**config.mk**
```make
export PLATFORM = sky130hd
export DESIGN_NAME = alu_arbiter_flat
export DESIGN_NICKNAME = d
export VERILOG_FILES = /design/src/rtl/alu_pkg.sv /design/src/rtl/alu_arbiter_if.sv /design/src/rtl/alu.sv /design/src/rtl/alu_arb_gnt.sv /design/src/rtl/alu_arbiter.sv /design/src/flat_wrapper.sv
export SDC_FILE = /design/constraint.sdc
export NUM_CORES = 1
export LEC_CHECK = 0
export BUFFER_PORTS_ARGS = -buffer_cell sky130_fd_sc_hd__clkbuf_2
export CAP_MARGIN = 20
export CORE_UTILIZATION = 34
export CTS_BUF_LIST = sky130_fd_sc_hd__clkbuf_4
export DETAILED_ROUTE_END_ITERATION = 10
export PLACE_DENSITY = 0.52
export SKIP_CTS_REPAIR_TIMING = 1
export SLEW_MARGIN = 20
export SYNTH_ARGS = -nofsm -noshare
export SYNTH_HDL_FRONTEND = slang
export SYNTH_SLANG_ARGS = --single-unit
```
**constraint.sdc**
```tcl
create_clock -name clk -period 4.8 [get_ports clk]
set_input_delay 0.72 -clock clk [delete_from_list [all_inputs] [get_ports clk]]
set_output_delay 0.72 -clock clk [all_outputs]
set_load 0.02 [all_outputs]
```
**src/rtl/alu_pkg.sv**
```systemverilog
// rtl/alu_pkg.sv - opcodes, flag indices, slot-state encoding and PADDSB helper for the ALU arbiter
package alu_pkg;

    localparam logic [2:0] ALU_ADD    = 3'd0;
    localparam logic [2:0] ALU_PADDSB = 3'd1;
    localparam logic [2:0] ALU_SUB    = 3'd2;
    localparam logic [2:0] ALU_AND    = 3'd3;
    localparam logic [2:0] ALU_NOR    = 3'd4;
    localparam logic [2:0] ALU_SLL    = 3'd5;
    localparam logic [2:0] ALU_SRL    = 3'd6;
    localparam logic [2:0] ALU_SRA    = 3'd7;

    localparam int FLG_OV  = 2;
    localparam int FLG_ZR  = 1;
    localparam int FLG_NEG = 0;

    typedef enum logic {
        SLOT_EMPTY = 1'b0,
        SLOT_FULL  = 1'b1
    } slot_state_e;

    // Signed 4-bit add that clamps to +7 / -8 instead of wrapping.
    function automatic logic [3:0] sat_add4(input logic [3:0] a, input logic [3:0] b);
        logic [3:0] s;
        s = a + b;
        if ((a[3] == b[3]) && (s[3] != a[3]))
            sat_add4 = a[3] ? 4'h8 : 4'h7;
        else
            sat_add4 = s;
    endfunction

endpackage

```
**src/rtl/alu_arbiter_if.sv**
```systemverilog
// rtl/alu_arbiter_if.sv - two-requester request bus plus response slot and flag register
interface alu_arbiter_if #(parameter int TAG_W = 2);

    logic             req0_valid;
    logic             req0_ready;
    logic [2:0]       req0_op;
    logic [15:0]      req0_a;
    logic [15:0]      req0_b;
    logic [TAG_W-1:0] req0_tag;

    logic             req1_valid;
    logic             req1_ready;
    logic [2:0]       req1_op;
    logic [15:0]      req1_a;
    logic [15:0]      req1_b;
    logic [TAG_W-1:0] req1_tag;

    logic             rsp_valid;
    logic             rsp_ready;
    logic             rsp_id;
    logic [15:0]      rsp_result;
    logic [2:0]       rsp_flags;
    logic [TAG_W-1:0] rsp_tag;

    logic [2:0]       flags_q;

    modport master (
        output req0_valid, req0_op, req0_a, req0_b, req0_tag,
        output req1_valid, req1_op, req1_a, req1_b, req1_tag,
        output rsp_ready,
        input  req0_ready, req1_ready,
        input  rsp_valid, rsp_id, rsp_result, rsp_flags, rsp_tag, flags_q
    );

    modport slave (
        input  req0_valid, req0_op, req0_a, req0_b, req0_tag,
        input  req1_valid, req1_op, req1_a, req1_b, req1_tag,
        input  rsp_ready,
        output req0_ready, req1_ready,
        output rsp_valid, rsp_id, rsp_result, rsp_flags, rsp_tag, flags_q
    );

endinterface

```
**src/rtl/alu.sv**
```systemverilog
// rtl/alu.sv - combinational 16-bit ALU producing result and {ov, zr, neg}
module alu
    import alu_pkg::*;
(
    input  logic [2:0]  op,
    input  logic [15:0] a,
    input  logic [15:0] b,
    output logic [15:0] result,
    output logic [2:0]  flags
);

    logic ov;

    always_comb begin
        result = '0;
        ov     = 1'b0;
        case (op)
            ALU_ADD: begin
                result = a + b;
                ov     = (a[15] == b[15]) && (result[15] != a[15]);
            end
            ALU_PADDSB: result = {sat_add4(a[15:12], b[15:12]), sat_add4(a[11:8], b[11:8]),
                                  sat_add4(a[7:4], b[7:4]), sat_add4(a[3:0], b[3:0])};
            ALU_SUB: begin
                result = a - b;
                ov     = (a[15] != b[15]) && (result[15] != a[15]);
            end
            ALU_AND: result = a & b;
            ALU_NOR: result = ~(a | b);
            ALU_SLL: result = a << b[3:0];
            ALU_SRL: result = a >> b[3:0];
            ALU_SRA: result = 16'($signed(a) >>> b[3:0]);
            default: result = '0;
        endcase
    end

    // Overflow is only meaningful for the two's-complement add/subtract paths.
    always_comb begin
        flags          = '0;
        flags[FLG_OV]  = ov;
        flags[FLG_ZR]  = (result == 16'h0000);
        flags[FLG_NEG] = result[15];
    end

endmodule

```
**src/rtl/alu_arb_gnt.sv**
```systemverilog
// rtl/alu_arb_gnt.sv - two-requester grant; ALU_ARB_RR_EN selects round-robin vs fixed tie-break
module alu_arb_gnt (
    input  logic clk,
    input  logic rst_n,
    input  logic valid0,
    input  logic valid1,
    input  logic can_issue,
    output logic gnt_valid,
    output logic gnt_id
);

    logic last_gnt_q;
    logic last_gnt_d;

    always_comb begin
        gnt_valid = valid0 | valid1;
        gnt_id    = 1'b0;
        if (valid0 && valid1) begin
`ifdef ALU_ARB_RR_EN
            gnt_id = ~last_gnt_q;
`else
            gnt_id = 1'b0;
`endif
        end else begin
            gnt_id = valid1;
        end
    end

    // Tracked in both builds so the tie-break can be switched without other changes.
    always_comb begin
        last_gnt_d = last_gnt_q;
        if (gnt_valid && can_issue)
            last_gnt_d = gnt_id;
    end

    always_ff @(posedge clk or negedge rst_n) begin
        if (!rst_n)
            last_gnt_q <= 1'b1;
        else
            last_gnt_q <= last_gnt_d;
    end

endmodule

```
**src/rtl/alu_arbiter.sv**
```systemverilog
// rtl/alu_arbiter.sv - shares one ALU between two requesters with a registered response slot; build option ALU_ARB_RR_EN
module alu_arbiter
    import alu_pkg::*;
#(
    parameter int TAG_W = 2
) (
    input  logic           clk,
    input  logic           rst_n,
    alu_arbiter_if.slave   bus
);

    slot_state_e      state_q, state_d;
    logic             rsp_id_q, rsp_id_d;
    logic [15:0]      rsp_result_q, rsp_result_d;
    logic [2:0]       rsp_flags_q, rsp_flags_d;
    logic [TAG_W-1:0] rsp_tag_q, rsp_tag_d;
    logic [2:0]       rsp_op_q, rsp_op_d;
    logic [2:0]       flags_q, flags_d;

    logic             can_issue;
    logic             gnt_valid;
    logic             gnt_id;
    logic             accept;
    logic             retire;
    logic [2:0]       alu_op;
    logic [15:0]      alu_a;
    logic [15:0]      alu_b;
    logic [TAG_W-1:0] alu_tag;
    logic [15:0]      alu_result;
    logic [2:0]       alu_flags;

    assign can_issue = (state_q == SLOT_EMPTY) || bus.rsp_ready;
    assign retire    = (state_q == SLOT_FULL) && bus.rsp_ready;
    assign accept    = rst_n && gnt_valid && can_issue;

    alu_arb_gnt u_gnt (
        .clk       (clk),
        .rst_n     (rst_n),
        .valid0    (bus.req0_valid),
        .valid1    (bus.req1_valid),
        .can_issue (can_issue),
        .gnt_valid (gnt_valid),
        .gnt_id    (gnt_id)
    );

    assign alu_op  = gnt_id ? bus.req1_op  : bus.req0_op;
    assign alu_a   = gnt_id ? bus.req1_a   : bus.req0_a;
    assign alu_b   = gnt_id ? bus.req1_b   : bus.req0_b;
    assign alu_tag = gnt_id ? bus.req1_tag : bus.req0_tag;

    alu u_alu (
        .op     (alu_op),
        .a      (alu_a),
        .b      (alu_b),
        .result (alu_result),
        .flags  (alu_flags)
    );

    always_comb begin
        state_d      = state_q;
        rsp_id_d     = rsp_id_q;
        rsp_result_d = rsp_result_q;
        rsp_flags_d  = rsp_flags_q;
        rsp_tag_d    = rsp_tag_q;
        rsp_op_d     = rsp_op_q;
        case (state_q)
            SLOT_EMPTY: begin
                if (accept) state_d = SLOT_FULL;
            end
            SLOT_FULL: begin
                if (accept)      state_d = SLOT_FULL;
                else if (retire) state_d = SLOT_EMPTY;
            end
            default: state_d = SLOT_EMPTY;
        endcase
        if (accept) begin
            rsp_id_d     = gnt_id;
            rsp_result_d = alu_result;
            rsp_flags_d  = alu_flags;
            rsp_tag_d    = alu_tag;
            rsp_op_d     = alu_op;
        end
    end

    // Architectural flags follow the op being retired, not the one being accepted.
    always_comb begin
        flags_d = flags_q;
        if (retire) begin
            case (rsp_op_q)
                ALU_ADD, ALU_SUB: flags_d = rsp_flags_q;
                ALU_PADDSB:       flags_d = flags_q;
                default:          flags_d[FLG_ZR] = rsp_flags_q[FLG_ZR];
            endcase
        end
    end

    always_ff @(posedge clk or negedge rst_n) begin
        if (!rst_n) begin
            state_q      <= SLOT_EMPTY;
            rsp_id_q     <= 1'b0;
            rsp_result_q <= '0;
            rsp_flags_q  <= '0;
            rsp_tag_q    <= '0;
            rsp_op_q     <= ALU_ADD;
            flags_q      <= '0;
        end else begin
            state_q      <= state_d;
            rsp_id_q     <= rsp_id_d;
            rsp_result_q <= rsp_result_d;
            rsp_flags_q  <= rsp_flags_d;
            rsp_tag_q    <= rsp_tag_d;
            rsp_op_q     <= rsp_op_d;
            flags_q      <= flags_d;
        end
    end

    assign bus.req0_ready = accept && !gnt_id;
    assign bus.req1_ready = accept &&  gnt_id;
    assign bus.rsp_valid  = (state_q == SLOT_FULL);
    assign bus.rsp_id     = rsp_id_q;
    assign bus.rsp_result = rsp_result_q;
    assign bus.rsp_flags  = rsp_flags_q;
    assign bus.rsp_tag    = rsp_tag_q;
    assign bus.flags_q    = flags_q;

endmodule

```
**src/flat_wrapper.sv**
```systemverilog
// flat-port wrapper written by rule: the top's interface ports become plain ports
module alu_arbiter_flat import alu_pkg::*;
#(
    parameter int TAG_W = 2
)
  (clk, rst_n, bus_req0_valid, bus_req0_op, bus_req0_a, bus_req0_b, bus_req0_tag, bus_req1_valid, bus_req1_op, bus_req1_a, bus_req1_b, bus_req1_tag, bus_rsp_ready, bus_req0_ready, bus_req1_ready, bus_rsp_valid, bus_rsp_id, bus_rsp_result, bus_rsp_flags, bus_rsp_tag, bus_flags_q);
  alu_arbiter_if #(.TAG_W(TAG_W)) bus_i ();
  input  logic clk;
  input  logic rst_n;
  input wire logic [$bits(bus_i.req0_valid)-1:0] bus_req0_valid;
  input wire logic [$bits(bus_i.req0_op)-1:0] bus_req0_op;
  input wire logic [$bits(bus_i.req0_a)-1:0] bus_req0_a;
  input wire logic [$bits(bus_i.req0_b)-1:0] bus_req0_b;
  input wire logic [$bits(bus_i.req0_tag)-1:0] bus_req0_tag;
  input wire logic [$bits(bus_i.req1_valid)-1:0] bus_req1_valid;
  input wire logic [$bits(bus_i.req1_op)-1:0] bus_req1_op;
  input wire logic [$bits(bus_i.req1_a)-1:0] bus_req1_a;
  input wire logic [$bits(bus_i.req1_b)-1:0] bus_req1_b;
  input wire logic [$bits(bus_i.req1_tag)-1:0] bus_req1_tag;
  input wire logic [$bits(bus_i.rsp_ready)-1:0] bus_rsp_ready;
  output wire logic [$bits(bus_i.req0_ready)-1:0] bus_req0_ready;
  output wire logic [$bits(bus_i.req1_ready)-1:0] bus_req1_ready;
  output wire logic [$bits(bus_i.rsp_valid)-1:0] bus_rsp_valid;
  output wire logic [$bits(bus_i.rsp_id)-1:0] bus_rsp_id;
  output wire logic [$bits(bus_i.rsp_result)-1:0] bus_rsp_result;
  output wire logic [$bits(bus_i.rsp_flags)-1:0] bus_rsp_flags;
  output wire logic [$bits(bus_i.rsp_tag)-1:0] bus_rsp_tag;
  output wire logic [$bits(bus_i.flags_q)-1:0] bus_flags_q;
  assign bus_i.req0_valid = bus_req0_valid;
  assign bus_i.req0_op = bus_req0_op;
  assign bus_i.req0_a = bus_req0_a;
  assign bus_i.req0_b = bus_req0_b;
  assign bus_i.req0_tag = bus_req0_tag;
  assign bus_i.req1_valid = bus_req1_valid;
  assign bus_i.req1_op = bus_req1_op;
  assign bus_i.req1_a = bus_req1_a;
  assign bus_i.req1_b = bus_req1_b;
  assign bus_i.req1_tag = bus_req1_tag;
  assign bus_i.rsp_ready = bus_rsp_ready;
  assign bus_req0_ready = bus_i.req0_ready;
  assign bus_req1_ready = bus_i.req1_ready;
  assign bus_rsp_valid = bus_i.rsp_valid;
  assign bus_rsp_id = bus_i.rsp_id;
  assign bus_rsp_result = bus_i.rsp_result;
  assign bus_rsp_flags = bus_i.rsp_flags;
  assign bus_rsp_tag = bus_i.rsp_tag;
  assign bus_flags_q = bus_i.flags_q;
  alu_arbiter #(.TAG_W(TAG_W)) u_core (.clk(clk), .rst_n(rst_n), .bus(bus_i));
endmodule
```
Word level (Yosys, flattened, before mapping) --
Cells that the tools add are included.
Word-level totals: bits in registers 29, input bits 79, output and inout bits 28
Cells by class: add/sub/neg operators 6, equality and inequality tests 20, shift-type cells 3, muxes and demuxes 19, bitwise operators 6, reductions and logical operators 20
Operator list (number):
- case mux 16 bit (8 select lines) | 1
- 2-to-1 mux 16 bit | 2
- 2-to-1 mux 4 bit | 8
- adder 16 bit | 1
- adder 4 bit | 4
- AND 16 bit | 1
- logical NOT 16 bit | 1
- NOT 16 bit | 1
- OR 16 bit | 1
- << shifter 16 x 4 -> 16 bit | 1
- >> shifter 16 x 4 -> 16 bit | 1
- >>> shifter 16 x 4 -> 16 bit | 1
- subtractor 16 bit | 1
- equality test 3 bit, second input constant | 4
- logical AND 1 bit | 12
- equality test 3 x 2 -> 1 bit, second input constant | 3
- != test 1 bit | 7
- equality test 3 x 1 -> 1 bit, second input constant | 2
- logical NOT 3 bit | 2
- equality test 1 bit | 4
- 2-to-1 mux 1 bit | 4
- case mux 1 bit (2 select lines) | 2
- AND reduction 2 bit | 2
- 2-to-1 mux 3 bit | 1
- other kinds (6) | 7

Logic depth before layout (Yosys ltp) --
Gate-level depths: netlist of the first run.
depth after elaboration 9, mapped depth 22, mapped depth without buffers 16

Modules after synthesis --
A second synthesis of the first run with hierarchy kept.
Second synthesis, totals: cell total of the unflattened synthesis 786, area, all modules 6457.4 um^2
By module, submodules not included:
- alu | times used 1, cells each 673, area an instance 4780.8 um^2, seq. area each 0.0 um^2
- alu_arbiter | times used 1, cells each 111, area an instance 1664.1 um^2, seq. area each 725.7 um^2
- alu_arb_gnt | times used 1, cells each 2, area an instance 12.5 um^2, seq. area each 0.0 um^2

Worst setup path after synthesis of the first run --
OpenSTA, ideal clock, no wires.
path kind input to register, start point input bus_req0_valid, end point register u_core.rsp_flags_q[1] (netlist: u_core.bus.rsp_flags[1]), data arrival time 5041 ps, data required time 4705 ps, path slack -337 ps, stages 20, path through nand2b_1 > buf_6 > buf_6 > buf_4 > buf_2 > buf_2 > buf_1 > mux2i_1 > inv_1 > ha_1 > a211oi_2 > o31ai_1 > a311o_1 > o22ai_1 > o31a_1 > nor2_1 > a211o_1 > a211oi_1 > or3b_1 > o31ai_1
Between the ends: word-level cells in the longest chain between the ends 9, elaborated cells on any way between the ends 50
Ends and longest elaborated chain:
- start, declared | RTL line flat_wrapper.sv:10 | input wire logic [$bits(bus_i.req0_valid)-1:0] bus_req0_valid;
- logical AND 1 bit | RTL line alu_arb_gnt.sv:18 | if (valid0 && valid1) begin
- 2-to-1 mux 1 bit | RTL line alu_arb_gnt.sv:18
- 2-to-1 mux 16 bit (on tied branches) | RTL line alu_arbiter.sv:47, alu_arbiter.sv:48
- adder 4 bit | RTL line alu_pkg.sv:25 | s = a + b;
- != test 1 bit | RTL line alu_pkg.sv:26 | if ((a[3] == b[3]) && (s[3] != a[3]))
- logical AND 1 bit | RTL line alu_pkg.sv:26
- 2-to-1 mux 4 bit | RTL line alu_pkg.sv:26
- case mux 16 bit (8 select lines) | RTL line alu.sv:17 | case (op)
- logical NOT 16 bit | RTL line alu.sv:41 | flags[FLG_ZR] = (result == 16'h0000);
- end signal, assigned | RTL line alu_arbiter.sv:110 | rsp_flags_q <= rsp_flags_d;
- end, declared | RTL line alu_arbiter.sv:15 | logic [2:0] rsp_flags_q, rsp_flags_d;
Parallel ways exist; a longest one is shown, timed or not. A chain may end at the register's enable or synchronous reset.

Final worst setup path of the first run --
Same ends and word-level chain as after synthesis.

==> results of run 1 <==
[state kept, by name, indices dropped and copies added, names as in the netlist]
signal                 flops
u_core.rsp_op_q            3
u_core.bus.rsp_result     15
u_core.bus.flags_q         3
u_core.bus.rsp_valid       1
u_core.bus.rsp_tag         2
u_core.bus.rsp_id          1
u_core.bus.rsp_flags       3
[how the worst max path moves through the flow]
stage / startpoint / endpoint / slack [ps] / cells after the start
final: bus_req0_valid / u_core.bus.rsp_flags[1] / 340 / 16
after global routing: bus_req0_valid / u_core.bus.rsp_flags[1] / 160 / 16
after CTS: bus_req0_valid / u_core.bus.rsp_flags[1] / 370 / 16
after detailed placement: bus_req0_valid / u_core.bus.rsp_flags[1] / 10 / 16
after global placement: bus_req0_valid / u_core.bus.rsp_flags[1] / 60 / 16
after floorplan: bus_req0_valid / u_core.bus.rsp_flags[1] / 4 / 20
[routing by layer]
metal	vias to the layer above	global-route usage, %	share of wire [%]
met5	-	0	0
met4	0	9.78	3.8
met3	47	1.97	6.0
met2	302	41.6	44
met1	3523	36.7	46
li1	3545	-	-
[cell usage after synthesis, drive strengths merged, types with 28 or more instances]
cell	n
a21oi	55
a31oi	41
buf	35
clkbuf	31
dfrtp	28
ha	48
inv	63
mux2	40
mux2i	28
nand2	74
nand3	41
nor2	80
o21ai	64
[layout make-up]
cell class,instances,area (um2)
repair buffers,165,973
inverters,64,241
fillers,2043,11200
multi-input cells,733,5280
clock inverters,1,30.0
flip-flops and latches,28,701
well taps,234,293
clock buffers,3,22.5
[worst max-delay path: cells and delay by family]
| kind | cells | cell delay, ps |
|---|---|---|
| compound gates | 6 | 1520 |
| simple gates | 5 | 1250 |
| buf+inv | 3 | 580 |
| mux | 1 | 330 |
| fa+ha+maj | 1 | 300 |
[logic make-up (layout without fill, tap and decap cells)]
family / after synthesis / in the layout / share of synthesized area, %
AOI/OAI and AO/OA: 301 / 301 / 32.0
buffers and inverters: 130 / 233 / 8.92
muxes: 71 / 71 / 12.9
adders and majority gates: 53 / 53 / 10.7
xor gates and xnor gates: 11 / 11 / 1.47
DFF: 28 / 28 / 10.7
and+or+nand+nor: 297 / 297 / 23.3
[metrics by stage]
step | power, mW | worst slack (ps) | utilization (%) | instance area, um2
floorplan | 1.12 | 4.40 | - | 6570
global placement | 1.52 | 64.0 | 39.9 | 7490
detailed placement | 1.52 | 12.9 | 39.9 | 7490
CTS | 1.68 | 375 | 40.2 | 7540
global route | 1.81 | 159 | 40.2 | 7540
finish | 1.68 | 343 | 40.2 | 7540
[power breakdown]
part / switching (mW) / internal, mW
sequential: 0.0352 / 0.296
clock: 0.0693 / 0.0845
combinational: 0.733 / 0.465
==> results summary, run 1 <==
The min-delay analysis places its worst path in the category in -> async. The total core area is 18,800 um2. The static leakage power came out at 3.46 nW.

The signed area change from the synthesized netlist to the final layout is 15.1%. The total wire length came out at 26,200 um. In the routed layout, each cell is associated on average with a via count of 6.04. The library cell used most frequently in the layout, excluding fill and tap cells, is sky130_fd_sc_hd__clkbuf_2. The tree is rooted in a sky130_fd_sc_hd__clkbuf_4. The post-synthesis cell area came out at 6550 um2. The data required time at the worst endpoint is 5050 ps. The die covers 19,800 um2. Setup slack on the worst reg-to-reg path comes out at 2250 ps. The remaining number of nets flagged by the antenna check after routing is 0. The first detailed-routing pass ran for 8 iterations. The worst pin sits at a relative slew slack of 37.0%. Setup repair after global routing left no endpoint under its margin. The number of unique standard cell types used by synthesis came out at 89. The number of levels the H-tree was split into is 1. The synthesis warning total came out at 0. By area the synthesized netlist is led by sky130_fd_sc_hd__dfrtp_1, sky130_fd_sc_hd__ha_1, sky130_fd_sc_hd__mux2_2. The share of Yosys cell area claimed by the top area cell type came out at 10.7%. The post-route non-filler standard cell count is 1,228. The post-synthesis net count came out at 1,023.

The routability-driven placement congestion ratio is 0.986. The repair_antennas step left the layout with diodes totalling 0. The DRC violations left is 0. Row generation in the floorplan step produced 50 rows. Counting flops with an async set or reset pin after synthesis yields a share of 100%. The worst path needs 4460 ps of the cycle, external delays included. The die is 141 um wide. The most used flip-flop cell after synthesis is sky130_fd_sc_hd__dfrtp_1.

Final hold analysis gives a worst-case slack of 370 ps. The total of buffers placed on input and output ports came out at 106. For this configuration, the core starts out at a cell density of 34.9%. The endpoint identified for the worst register-to-register timing path is u_core.bus.rsp_flags[1]. The number of buffers added by the clock tree synthesis step came out at 3. The largest fanout on the critical path is 25.

The maximum clock skew at final layout came out at 4.05 ps. The post-CTS clock slew at the launch and capture registers of the worst setup and hold paths came out at 150 ps. The final number of max-transition violations was 0. The synthesized area divided by synthesized cell count is 7.35 um2.

In the final design database the tool counted 1,127 nets. STA classifies the critical path endpoint as a flop. The run finished with clean final reports.

The fraction of layout instances using a drive strength above 1 is 24.8%. Summed over all instances, the cell type with the most area after synthesis is sky130_fd_sc_hd__dfrtp_1. Sequential elements use 10.7% of the synthesized area. TritonCTS built the clock tree. The mean routed wirelength per cell is 21.3 um. The sum of overflow across all layers after global routing is 0. The count of vias placed by the detailed router came out at 7,417. The die boundary height is 141 um. The initial DRC count is 811. The depth of the most critical reg-to-reg path came out at 9. The initial antenna violation count is 0. The HPWL after detailed placement is 21,400 um. The number of top-level pins came out at 107.

The period utilization came out at 92.9%. The synthesized instance count came out at 891. The maximum number of pins on one net before global-route repair is 39.

The total setup violations reported at the end of the flow is 0. The accumulated negative setup slack came out at 0 ps. The upper clock frequency limit came out at 224 MHz. The number of enable-type register cells in the synthesized netlist is 0. The startpoint identified for the worst register-to-register timing path is u_core.bus.rsp_valid. The final-report hold violation count was 0.

STA classifies the critical path startpoint as an input port. The delay of the slowest cell on the worst path came out at 510 ps. The clock drives 28 sinks. The clock passes through at most 2 buffers.

Among all stages on the critical path, the largest delay is contributed by sky130_fd_sc_hd__a2111oi_0. The worst ir drop on vdd is 106 uV. The post-synthesis sequential element count is 28. The number of global-route vias before repair is 6,830.

The later-pin clock latency in the skew report came out at 330 ps. The critical path goes through clkbuf_2 -> nand2b_4 -> buf_4 -> mux2i_1 -> ha_1 -> or2_2 -> a2111oi_0 -> buf_4 -> o21ai_1 -> o31ai_2 -> nor2_1 -> o21a_1 -> o21ai_0 -> nand4_1 -> or2_2 -> o31ai_1. The first-pass GRT wire length came out at 40,300 um. The library cells used most frequently in the layout, excluding fill and tap cells, are sky130_fd_sc_hd__clkbuf_2, sky130_fd_sc_hd__nor2_1, sky130_fd_sc_hd__nand2_1, sky130_fd_sc_hd__o21ai_0, sky130_fd_sc_hd__inv_1. The transition time at the pin with the least slew margin is 942 ps.

The placed instance count came out at 1,224. The overall global routing resource usage came out at 26.1%. The type of the worst setup path is in -> reg.

The power density relative to cell area is 223 nW/um2. The arrival time at the worst endpoint came out at 4710 ps. The number of violations of the max-capacitance limit came out at 0.
Power figures use the tool's default switching activity.
==> inputs of run 2 (changes only) <==
Settings changed: CORE_MARGIN from default to 2.
==> run 2 against run 1 <==
Cell count is 1.2% higher. First-iteration DRC count is 15% higher. Non-clock buffer count is 11 lower. Critical endpoint unchanged. Highest routed layer unchanged.
==> results summary, run 2 (same netlist as run 1, synthesis figures left out) <==
The run finished with clean final reports. The cell-internal power came out at 837 uW. STA puts the critical path data required time at 5040 ps. The slowest stage of the critical path belongs to the cell sky130_fd_sc_hd__a2111oi_0. Following the worst setup path forward leads to its endpoint at u_core.bus.rsp_flags[1].

The number of buffers added by the clock tree synthesis step came out at 3. TritonCTS built the clock tree. The global routing usage on met1 is 34.9%. The number of global-route vias before repair came out at 7,001.

Leaving out fill and tap cells, the most frequent cells in the layout are sky130_fd_sc_hd__clkbuf_2, sky130_fd_sc_hd__nor2_1, sky130_fd_sc_hd__nand2_1, sky130_fd_sc_hd__o21ai_0, sky130_fd_sc_hd__inv_1. Clock-pin slew was measured on the worst setup and hold paths at 160 ps. The final-report hold violation count is 0.

STA classifies the critical path endpoint as a flop. The count of vias placed by the detailed router is 7,463. The met3 layer usage reported by global route came out at 2.78%.

Traced cell by cell, the critical path runs through clkbuf_2 -> nand2b_4 -> buf_4 -> mux2i_4 -> ha_1 -> nor2b_1 -> a2111oi_0 -> o21ai_1 -> o31ai_2 -> nor2_1 -> o21a_1 -> o21ai_0 -> nand4_1 -> or2_2 -> o31ai_1. The layout net count came out at 1,116. The HPWL after detailed placement came out at 21,700 um. The min-delay analysis places its worst path in the category in -> async.

The count of clock tree sinks came out at 28. The part of the power in the clock network came out at 9.1%. Across every metal layer, demand over resource in global routing totals 25.5%. No sink is reached through more buffers than the 2 on the longest clock path. The relative contribution of sequential cells to total power came out at 19.8%. For the worst flop-to-flop path, the logic depth is 9.

Broken down by cell family, the worst path's largest delay share belongs to compound AO/OA/AOI/OAI gates. The detailed router finished its first iteration with 933 violations. The congestion estimate from routability-driven global placement came to 0.981. The number of antenna cells inserted is 0. The tool flagged a number of max-cap violations equal to 0. The via density per instance came out at 6.00. The worst path in the final design needs a cycle of 4500 ps, including I/O delays and setup. The total wire length came out at 26,500 um. The power consumption is 1.68 mW. The delay of the slowest cell on the worst path came out at 630 ps.

The signed area change from the synthesized netlist to the final layout is 14.3%. The period utilization is 93.9%. The static leakage power came out at 3.41 nW.

The worst reg-to-reg setup slack came out at 2210 ps. The upper clock frequency limit is 222 MHz. In this run the clock root is driven by a sky130_fd_sc_hd__clkbuf_4.

The startpoint of the worst setup timing path is bus_req0_valid. The later pin in the worst-skew pair is clocked with a latency of 330 ps. The fraction of power consumed by combinational cells came out at 71.1%.

By startpoint and endpoint, the worst setup path is classified as in -> reg. The remaining number of nets flagged by the antenna check after routing came out at 0. The worst ir drop on vdd came out at 120 uV.

The DRC violations left came out at 0. Timing analysis after detailed placement gives a worst setup slack of -35.7 ps. The largest fanout on the critical path came out at 29. The busiest metal layer after global routing is met2. 107 I/O pins were placed. The maximum clock skew at final layout came out at 16.0 ps.

The die boundary height came out at 143 um. The initial core utilization is 34.8%. The die is 143 um wide. Net switching is 50.2% of the power. The mean routed wirelength per cell is 21.3 um. The post-route netlist has 24.0% of its cells at a drive strength greater than 1. The total core area is 18,800 um2. The worst setup path is launched from an input port. Dividing total power by cell area gives a power density of 224 nW/um2. Setup violations remaining at the end of the flow were counted as 0.

For the pin with the worst max-slew slack, the measured transition is 979 ps. The final number of max-transition violations came out at 0. Entering global routing, the biggest net connects 39 pins. The flip-flop count of the largest register after layout is 15. The first-pass GRT wire length came out at 40,600 um. The endpoint identified for the worst register-to-register timing path is u_core.bus.rsp_flags[1]. Setup repair after global routing left no endpoint under its margin. For this design the total switching power over the nets is 843 uW. The full die area is 20,400 um2. The headroom to the max-slew limit came out at 34.6%. The number of buffer and inverter instances along the worst setup path came out at 2. In this run the tool buffered the top-level ports with 106 buffer cells. The worst register-to-register path begins at u_core.bus.rsp_valid. The number of placement rows came out at 50. The arrival time at the worst endpoint is 4750 ps. Summed over all layers, the global routing overflow is 0. The path length in cells of the critical path came out at 15.

The number of iterations in the first detailed-routing pass is 8. The initial antenna violation count is 0. The leading cell type in the layout, fill and taps excluded is sky130_fd_sc_hd__clkbuf_2.

In the global route stage, met2 resource usage came out at 40.6%. CTS built an H-tree with a depth of 1. The final worst setup slack came out at 295 ps.
## run 2: cell types whose count changed in the layout (fill, tap and decap cells not counted), sizes merged
| cell | delta |
|---|---|
| buf | -11 |
## run 2: worst min path at each step
| stage | startpoint | to | slack [ps] | depth (start not counted) |
|---|---|---|---|---|
| after detailed placement | u_core.bus.rsp_result[9] | u_core.bus.rsp_result[9] | 470 | 2 |
| after global routing | rst_n | u_core.bus.rsp_flags[2] | 380 | 2 |
| final | rst_n | u_core.bus.rsp_result[5] | 370 | 2 |
| after CTS | rst_n | u_core.bus.rsp_result[5] | 370 | 2 |
| after floorplan | rst_n | u_core.bus.flags_q[0] | 420 | 0 |
| after global placement | u_core.bus.rsp_result[13] | u_core.bus.rsp_result[13] | 470 | 2 |
## run 2: area by class of cell
cell class,instances,area (um2)
Clock inverter,1,30.0
Inverter,64,241
Multi-Input combinational cell,733,5280
Sequential cell,28,701
Fill cell,2030,11300
Timing Repair Buffer,154,891
Clock buffer,3,22.5
Tap cell,260,325
## run 2: power groups by stage
stage / Sequential, mW / Clock (mW) / Combinational [mW]
floorplan: 0.403 / 0 / 0.713
global placement: 0.338 / 0 / 1.18
detailed placement: 0.339 / 0 / 1.17
CTS: 0.333 / 0.158 / 1.18
global route: 0.340 / 0.166 / 1.30
finish: 0.333 / 0.152 / 1.19
## run 2: stage by stage
step                      util, %  instance area [um2]  setup TNS, ps  hold WS, ps  std cells
after detailed placement     39.5                 7440          -35.7          470       1239
final                        39.8                 7490              0          371       1243
after CTS                    39.8                 7490              0          368       1243
after global routing         39.8                 7490              0          375       1243
after floorplan                 -                 6570              0          424        891
after global placement       39.5                 7440              0          465       1239
## run 2: per-layer routing
layer	wire length (um)	share of wire [%]
met1	11600	44
met3	2010	7.6
met5	0	0
met4	1250	4.7
met2	11600	44
==> inputs of run 3 (changes only) <==
Clock period 4.8 ns to 4.76 ns, I/O delays scaled along.
==> run 3 against run 2 <==
Clock power rose by 3%. Clock skew fell by 2.0 ps. Final area rose by 0.74%. Core utilization rose by 0.29 points. Die area did not move. Sequential cell count did not move. Critical path type unchanged. Critical endpoint unchanged. Largest cell class unchanged. Largest power group unchanged. Highest routed layer unchanged.
==> results summary, run 3 (same netlist as run 1, synthesis figures left out) <==
Routability-driven placement finished with a final weighted congestion of 0.990. The period utilization came out at 91.1%. No sink is reached through more buffers than the 2 on the longest clock path. The power density relative to cell area came out at 225 nW/um2. The die boundary height is 143 um.

The total of buffers placed on input and output ports came out at 106. In this run the tightest slew margin relative to its limit is 37.6%. The final number of max-transition violations is 0. The largest fanout on the critical path is 13. The library cells used most frequently in the layout, excluding fill and tap cells, are sky130_fd_sc_hd__clkbuf_2, sky130_fd_sc_hd__nor2_1, sky130_fd_sc_hd__nand2_1, sky130_fd_sc_hd__o21ai_0, sky130_fd_sc_hd__inv_1. The master cell of the clock root buffer is sky130_fd_sc_hd__clkbuf_4. The maximum clock skew at final layout came out at 14.0 ps. The fraction of power consumed by combinational cells came out at 71.2%. The worst hold slack after final layout came out at 350 ps.

The worst register-to-register path has a depth of 9. After floorplanning, the core was sized to cover 18,800 um2. The initial antenna violation count was 0.

Subtracting the final worst setup slack from the clock period gives 4330 ps. The number of global-route vias before repair is 7,046. After filler insertion, the fill cell instance count of the layout stands at 2,015.

Global routing used 25.3% of the available tracks across all layers. Once the floorplan was initialized, standard cells occupied 34.8% of the core. The worst setup path is launched from an input port. The count of vias placed by the detailed router came out at 7,466.

The die covers 20,400 um2. 0 antenna diodes ended up in the layout. The layout net count is 1,121. The critical register-to-register path endpoint is u_core.bus.rsp_flags[1]. The fraction of layout instances using a drive strength above 1 is 24.5%.

The tool flagged a number of max-cap violations equal to 0. The data required time at the worst endpoint came out at 5020 ps. The area of the multi-input gates came out at 5280 um2. The total wire length is 26,300 um. The maximum number of pins on one net before global-route repair is 37. At the pin with the least slew margin, the transition time is 933 ps.

The leading cell type in the layout, fill and taps excluded is sky130_fd_sc_hd__clkbuf_2. The post-route non-filler standard cell count came out at 1,248. The internal portion of the total power is 852 uW.

The sort of element at the end of the critical path is a flop. The core utilization of the finished layout is 40.1%. The number of placement rows is 50. The worst reg-to-reg setup slack came out at 2270 ps. For this design, the sink count on the clock tree is 28. The run finished with clean final reports. The worst min-delay path category is in -> async.

The via density per instance is 5.98. The placed instance count is 1,244. The sequential cell area came out at 701 um2. In this run, flip-flops and latches consume 19.6% of the power.

For this run, the top clock speed supported by timing is 231 MHz. Data arrives at the worst endpoint at 4600 ps. The accumulated negative setup slack is 0 ps.

In this run the critical register-to-register path is launched from u_core.bus.rsp_valid. The total net switching power is 849 uW. The total setup violations reported at the end of the flow came out at 0. The final-report hold violation count is 0.

The HPWL after detailed placement came out at 21,600 um. The first-pass GRT wire length came out at 40,400 um. The worst setup path is of the in -> reg kind. The width of the die is 143 um. The power consumption is 1.70 mW.

The mean routed wirelength per cell is 21.1 um. Setup repair after global routing left no endpoint under its margin. After clock tree synthesis, the clock-pin slew on the worst setup and hold paths is 150 ps. The DRC violations left is 0. The worst ir drop on vdd is 122 uV. TritonCTS built the clock tree. The flip-flop count of the largest register after layout is 15. The signed area change from the synthesized netlist to the final layout is 15.2%. In this run switching power makes up 49.9% of total power. For this block, the initial DRC count from the detailed router was 948. The detail route stage leaves a number of antenna-violating nets equal to 0. The clock network is responsible for 9.2% of the overall power. The static leakage power is 3.44 nW. The number of levels the H-tree was split into is 1. The number of iterations in the first detailed-routing pass came out at 6. In this run the count of I/O pins placed on the die edge is 107.

The later-pin clock latency in the skew report is 340 ps. The sum of overflow across all layers after global routing came out at 0. The number of buffers added by the clock tree synthesis step is 3.
==> run 3: cell count changes in the layout (fill, tap and decap cells not counted), sizes merged <==
| cell | delta |
|---|---|
| buf | +5 |
==> run 3: final cells by class <==
| class | instances | share of cell area, % |
|---|---|---|
| Timing Repair Buffer | 159 | 12.5 |
| Sequential cell | 28 | 9.29 |
| Multi-Input combinational cell | 733 | 70.0 |
| Clock inverter | 1 | 0.398 |
| Clock buffer | 3 | 0.299 |
| Inverter | 64 | 3.20 |
| Tap cell | 260 | 4.31 |
==> run 3: worst max path at each step <==
stage,start,end,slack [ps]
finish,bus_req0_valid,u_core.bus.rsp_flags[1],430
floorplan,bus_req0_valid,u_core.bus.rsp_flags[1],4
CTS,bus_req0_valid,u_core.bus.rsp_flags[1],480
global route,bus_req0_valid,u_core.bus.rsp_flags[1],170
detailed placement,bus_req0_valid,u_core.bus.rsp_flags[1],110
global placement,bus_req0_valid,u_core.bus.rsp_flags[1],130
==> run 3: worst max-delay path, cell delays in order <==
cell,delay [ps]
sky130_fd_sc_hd__clkbuf_2,90
sky130_fd_sc_hd__nand2b_4,250
sky130_fd_sc_hd__buf_4,260
sky130_fd_sc_hd__mux2_2,400
sky130_fd_sc_hd__ha_1,390
sky130_fd_sc_hd__o21a_1,130
sky130_fd_sc_hd__o31a_1,130
sky130_fd_sc_hd__or4_1,450
sky130_fd_sc_hd__a221oi_2,480
sky130_fd_sc_hd__a21oi_1,150
sky130_fd_sc_hd__a221oi_1,270
sky130_fd_sc_hd__o2111ai_1,240
sky130_fd_sc_hd__nor3_1,240
sky130_fd_sc_hd__o2111ai_1,120
sky130_fd_sc_hd__o31ai_1,270
==> run 3: power groups by stage <==
stage	Sequential [mW]	Combinational [mW]	Clock (mW)
5_1_grt	0.344	1.31	0.172
3_5_place_dp	0.340	1.19	0
2_1_floorplan	0.406	0.720	0
3_3_place_gp	0.340	1.19	0
6_report	0.333	1.21	0.157
4_1_cts	0.334	1.19	0.164
==> run 3: metrics by stage <==
stage               cell area [um2]  setup slack [ps]
finish                         7540               426
global route                   7540               168
CTS                            7540               483
detailed placement             7490               112
global placement               7490               133
floorplan                      6570              3.92
==> run 3: layer usage <==
layer  track usage, %  part of all wire [%]  up-vias
li1                 -                     -     3530
met1             34.6                    44     3533
met2             40.6                    44      356
met3             2.75                   7.5       47
met4             10.7                   4.7        0
met5                0                     0        -
